`config.mk`:
```
export PLATFORM = sky130hd
export DESIGN_NAME = i2c_sht40_responder
export DESIGN_NICKNAME = d
export VERILOG_FILES = /design/src/rtl/i2c_sht40_responder.sv
export SDC_FILE = /design/constraint.sdc
export NUM_CORES = 1
export LEC_CHECK = 0
export BUFFER_PORTS_ARGS = -buffer_cell sky130_fd_sc_hd__buf_2
export CAP_MARGIN = 0
export CELL_PAD_IN_SITES_DETAIL_PLACEMENT = 0
export CELL_PAD_IN_SITES_GLOBAL_PLACEMENT = 2
export CORE_AREA = 2 2 98 171
export DETAILED_ROUTE_END_ITERATION = 10
export DIE_AREA = 0 0 100 173
export GPL_ROUTABILITY_DRIVEN = 0
export PLACE_DENSITY = 0.86
export SYNTH_ARGS = -nofsm -noshare
export SYNTH_HDL_FRONTEND = slang
export SYNTH_SLANG_ARGS = --single-unit
```
`constraint.sdc`:
```
create_clock -name clk -period 2.25 [get_ports clk]
set_input_delay 0.225 -clock clk [delete_from_list [all_inputs] [get_ports clk]]
set_output_delay 0.225 -clock clk [all_outputs]
set_load 0.05 [all_outputs]
```
`src/rtl/i2c_sht40_responder.sv`:
```
// i2c_sht40_responder: I2C target emulating an SHT40 humidity/temperature sensor
// Ports:
//   clk, rst                 system clock (>= 20x SCL), async active-high reset
//   Scl_In, Sda_In           raw bus lines, synchronised internally
//   Sda_Out                  open-drain SDA control (1 = release, 0 = pull low)
//   Temp_Value, RH_Value     raw words latched when a command is accepted
//   Cmd_Out, Cmd_Valid       last accepted command and its one-clk strobe
//   Meas_Busy, Data_Ready    busy window after a command, result available
module i2c_sht40_responder #(
   parameter logic [6:0] ADDRESS     = 7'h44,
   parameter int         MEAS_CYCLES = 100000
) (
   input  logic        clk,
   input  logic        rst,
   input  logic        Scl_In,
   input  logic        Sda_In,
   output logic        Sda_Out,
   input  logic [15:0] Temp_Value,
   input  logic [15:0] RH_Value,
   output logic [7:0]  Cmd_Out,
   output logic        Cmd_Valid,
   output logic        Meas_Busy,
   output logic        Data_Ready
);
   localparam int CW = $clog2(MEAS_CYCLES + 1);
   typedef enum logic [2:0] {IDLE, ADDR, ADDR_ACK, CMD, CMD_ACK, TX_BYTE, TX_ACK, WAIT_STOP} state_t;
   function automatic logic [7:0] crc8(input logic [15:0] d);
      logic [7:0] c;
      c = 8'hFF;
      for (int i = 15; i >= 0; i--) c = {c[6:0], 1'b0} ^ ((c[7] ^ d[i]) ? 8'h31 : 8'h00);
      return c;
   endfunction
   state_t state, state_n;
   logic [1:0] scl_s, sda_s;
   logic scl_q, sda_q, scl, sda, scl_rise, scl_fall, start, stop;
   logic [3:0] bit_cnt;
   logic [7:0] shreg, tx_frame, crc_t, crc_rh;
   logic [2:0] idx;
   logic [15:0] t_q, rh_q;
   logic [CW-1:0] busy_cnt;
   logic rd_done, sda_n, last, addr_ok, cmd_ok, accept;
   assign scl      = scl_s[1];
   assign sda      = sda_s[1];
   assign scl_rise = scl & ~scl_q;
   assign scl_fall = ~scl & scl_q;
   assign start    = scl & scl_q & sda_q & ~sda;
   assign stop     = scl & scl_q & ~sda_q & sda;
   // bit_cnt reaches 8 after the eighth rise; the following fall ends the byte
   assign last     = bit_cnt == 4'd8;
   assign addr_ok  = shreg[7:1] == ADDRESS && (shreg[0] ? Data_Ready : !Meas_Busy);
   assign cmd_ok   = shreg == 8'hFD || shreg == 8'hF6 || shreg == 8'hE0;
   assign accept   = state == CMD_ACK && scl_fall;
   assign crc_t    = crc8(t_q);
   assign crc_rh   = crc8(rh_q);
   assign tx_frame = idx == 3'd0 ? t_q[15:8] : idx == 3'd1 ? t_q[7:0] : idx == 3'd2 ? crc_t :
                     idx == 3'd3 ? rh_q[15:8] : idx == 3'd4 ? rh_q[7:0] : idx == 3'd5 ? crc_rh : 8'hFF;
   // idle-high reset values keep the release of rst from looking like a START
   always_ff @(posedge clk or posedge rst)
      if (rst) begin
         scl_s <= 2'b11;
         sda_s <= 2'b11;
         scl_q <= 1'b1;
         sda_q <= 1'b1;
      end else begin
         scl_s <= {scl_s[0], Scl_In};
         sda_s <= {sda_s[0], Sda_In};
         scl_q <= scl;
         sda_q <= sda;
      end
   always_ff @(posedge clk or posedge rst)
      if (rst) state <= IDLE;
      else state <= state_n;
   always_comb begin
      state_n = state;
      sda_n   = Sda_Out;
      if (start || stop) begin
         state_n = stop ? IDLE : ADDR;
         sda_n   = 1'b1;
      end else if (scl_fall) begin
         sda_n = 1'b1;
         case (state)
            ADDR: begin
               state_n = last ? (addr_ok ? ADDR_ACK : WAIT_STOP) : ADDR;
               sda_n   = !(last && addr_ok);
            end
            ADDR_ACK: begin
               state_n = shreg[0] ? TX_BYTE : CMD;
               sda_n   = !shreg[0] || t_q[15];
            end
            CMD: begin
               state_n = last ? (cmd_ok ? CMD_ACK : WAIT_STOP) : CMD;
               sda_n   = !(last && cmd_ok);
            end
            CMD_ACK: state_n = WAIT_STOP;
            TX_BYTE: begin
               state_n = last ? TX_ACK : TX_BYTE;
               sda_n   = last || tx_frame[3'd7 - bit_cnt[2:0]];
            end
            // idx was already advanced on the ACK rise, so this is the next frame's MSB
            TX_ACK: begin
               state_n = TX_BYTE;
               sda_n   = tx_frame[7];
            end
            default: ;
         endcase
      end else if (scl_rise && state == TX_ACK && sda) state_n = WAIT_STOP;
   end
   always_ff @(posedge clk or posedge rst)
      if (rst) begin
         Sda_Out    <= 1'b1;
         Cmd_Out    <= 8'h00;
         Cmd_Valid  <= 1'b0;
         Meas_Busy  <= 1'b0;
         Data_Ready <= 1'b0;
         bit_cnt    <= 4'd0;
         shreg      <= 8'h00;
         idx        <= 3'd0;
         t_q        <= 16'h0000;
         rh_q       <= 16'h0000;
         busy_cnt   <= '0;
         rd_done    <= 1'b0;
      end else begin
         Sda_Out   <= sda_n;
         Cmd_Valid <= accept;
         if (start || stop) bit_cnt <= 4'd0;
         else if (scl_rise && (state == ADDR || state == CMD || state == TX_BYTE)) bit_cnt <= bit_cnt + 4'd1;
         else if (scl_fall && (state == ADDR_ACK || state == TX_ACK)) bit_cnt <= 4'd0;
         if (scl_rise && (state == ADDR || state == CMD)) shreg <= {shreg[6:0], sda};
         if (scl_fall && state == ADDR_ACK) idx <= 3'd0;
         else if (scl_rise && state == TX_ACK && !sda && idx != 3'd6) idx <= idx + 3'd1;
         rd_done <= stop ? 1'b0 : rd_done || (scl_rise && state == TX_ACK);
         if (accept) begin
            t_q        <= Temp_Value;
            rh_q       <= RH_Value;
            Cmd_Out    <= shreg;
            Meas_Busy  <= 1'b1;
            Data_Ready <= 1'b0;
            busy_cnt   <= CW'(MEAS_CYCLES);
         end else if (Meas_Busy) begin
            busy_cnt <= busy_cnt - CW'(1);
            if (busy_cnt == CW'(1)) begin
               Meas_Busy  <= 1'b0;
               Data_Ready <= 1'b1;
            end
         end else if (stop && rd_done) Data_Ready <= 1'b0;
      end
endmodule

```
==> results.md <==
- WP data arrival: 2.64 ns
- RSZ-0062 raised after global routing: yes
- Tcrit/Tclk final: 1.06
- Largest net degree at the start of global routing: 67
- Hold wc startpoint: Temp_Value[12]
- Depth of the CTS H-tree: 3
- GRT Util Overall: 0.187
- Worst Path Max Fanout: 2
- Post-Synthesis Cells: 588
- Sequential fraction of the synthesis area: 0.408
- Initial antenna violation count: 0
- I/O Buffers: 47
- R2R Path Start: rh_q[6]$_DFFE_PP0P_
- Die height: 173 µm
- Nets: 753
- Top Layer Used: met4
- DR vias/cell: 5.23
- Worst Max-Slew Pin Slew: 0.525 ns
- Fin. max-slew vios: 0
- Clock Latency Late Sink: 0.34 ns
- Status: complete, but fails checks
- Dpl hpwl: 11500 µm
- Inserted Clock Buffers: 9
- Setup TNS Final: -0.133 ns
- Cell variety after synth: 65
- Final WL: 15400 µm
- Worst setup SP type: flip-flop
- Cell Rows: 61
- Global-route wire length before repair: 25700 µm
- # clock sinks: 86
- Filler instances: 1611
- Die Area: 17300 µm²
- Post-synth top flop: dfrtp_1
- Finish-stage setup viols: 1
- Starting density of the core: 0.333
- Detail Route Antenna Nets: 0
- Failing checks: negative setup slack
- FF+latch count, synth: 86
- ANT cells: 0
- Chip width: 100 µm
- Max cap viols: 0
- Core Box Area: 15900 µm²
- Grt total ovfl: 0
- Top cell type's share of synthesized area: 0.373
- Fin crit period: 2.38 ns
- Final Skew: 0.00708 ns
- Clk pin slew, worst setup/hold paths: 0.07 ns
- Met1 Wirelength: 5760 µm
- Commonest non-fill, non-tap cell in the layout: nand2_1
- TritonRoute pass-1 iters: 5
- Yosys top cell by area: dfrtp_1
- Clock Tree Root: clkbuf_16
- Final hold violation count: 0
- # IOs: 48
- CTS Buffer Depth: 2
- CTS tree: yes
- Share of layout cells above drive strength 1: 0.289
- Max transition margin: 0.649
- Mean Syn Cell Area: 9.00 µm²
- Fin worst setup slack: -0.133 ns
- Synth warn: 0
- EDFF count, synth: 0
- Area delta synth->final: 29.4%
- CP endpoint kind: flip-flop
- Endpoint required time on the critical path: 2.51 ns
- Number of global-route vias before repair: 5105
- Highest clock rate: 420 MHz
- Critical path type: reg2reg
- Met3 WL: 527 µm
- Hold Crit Class: in2reg
- Commonest non-fill, non-tap cells in the layout: 151 x nand2_1, 84 x buf_4, 78 x dfrtp_1
- Syn Nets: 633
- Post-Syn Area: 5290 µm²
- Async S/R FF share, synth: 1.00
- Metal2 WL: 8330 µm
- Top cells by area, synth: dfrtp_1 37%, nand2_1 11%, xnor2_1 6.3%
- DR vias: 4721
- Crit path from: rh_q[6]$_DFFE_PP0P_
- WL/cell: 17.1 µm
- DR iter-0 viols: 219
- # DRC: 0
-- area by class of cell --
type / count / area, µm² / share of cell area
flip-flops and latches: 86 / 2160 / 0.316
inverters: 18 / 71.3 / 0.0104
multi-input cells: 456 / 3110 / 0.454
clock buffers: 10 / 229 / 0.0334
well taps: 189 / 236 / 0.0345
repair buffers: 137 / 947 / 0.138
clock inverters: 6 / 93.8 / 0.0137
-- flip-flops by register name, indices dropped and copies added, names as in the netlist, 2 cells and up --
name      flops
Cmd_Out       8
bit_cnt       4
busy_cnt     17
idx           3
rh_q         16
scl_s         2
sda_s         2
shreg         8
state         3
t_q          16
-- per-stage QoR --
| stage | instance area, µm² | std cells | util | worst slack, ns | hold WS (ns) |
|---|---|---|---|---|---|
| 6_report | 6850 | 902 | 0.431 | -0.133 | 0.0713 |
| 4_1_cts | 6750 | 901 | 0.425 | -0.121 | 0.0619 |
| 5_1_grt | 6850 | 902 | 0.431 | -0.200 | 0.0674 |
| 2_1_floorplan | 5320 | 588 | - | -0.0353 | 0.229 |
| 3_3_place_gp | 6330 | 879 | 0.399 | -0.127 | 0.281 |
| 3_5_place_dp | 6330 | 879 | 0.399 | -0.221 | 0.299 |
-- cell families after synthesis --
kind of cell | share of synthesized area
fa+ha+maj | 0.0213
flops | 0.408
compound gates | 0.139
xor+xnor | 0.165
simple gates | 0.215
buf+inv | 0.0338
mux | 0.0187
-- final timing paths --
kind                                       end  slack, ns  cells past startpoint
hold / removal             t_q[12]$_DFFE_PP0P_       0.07                      3
setup / recovery           Sda_Out$_DFFE_PP1N_      -0.13                      8
max in group asynchronous  Sda_Out$_DFFE_PP1N_       1.03                      4
setup reg to reg           Sda_Out$_DFFE_PP1N_      -0.13                      8
hold reg to reg             scl_s[1]$_DFF_PP1_       0.36                      0
min in group asynchronous  rh_q[2]$_DFFE_PP0P_       0.47                      3
-- what timing repair did --
action | CTS | global route
gates cloned | 0 | 0
pin swaps | 6 | 4
hold buffers | 3 | 0
setup buffers | 3 | 1
hold endpoints to repair | 22 | 0
setup endpoints to repair | 1 | 3
gates resized for setup | 9 | 16
-- cell usage after synthesis, types with 10 or more instances --
| master | n |
|---|---|
| inv_1 | 17 |
| nand2_1 | 151 |
| clkbuf_1 | 23 |
| dfrtp_1 | 79 |
| nor2_1 | 35 |
| a21oi_1 | 26 |
| xor2_1 | 15 |
| nor3_1 | 10 |
| o21ai_0 | 33 |
| xnor2_1 | 38 |
-- metal layers --
metal,global-route usage,vias to the layer above
li1,-,2248
met1,0.208,2286
met2,0.335,140
met3,0.0319,47
met4,0.0982,0
met5,0,-
-- worst max-delay path, stage by stage, from the launching register on --
cell	delay (ns)
dfrtp_1	0.40
xnor3_1	0.46
xnor3_2	0.44
buf_4	0.17
xnor3_1	0.20
nor3_2	0.14
nor3_1	0.09
a2111oi_2	0.31
o31ai_2	0.11
Power is not shown: default switching activity piles up to over one toggle a cycle in this logic, so the estimate is an artifact.
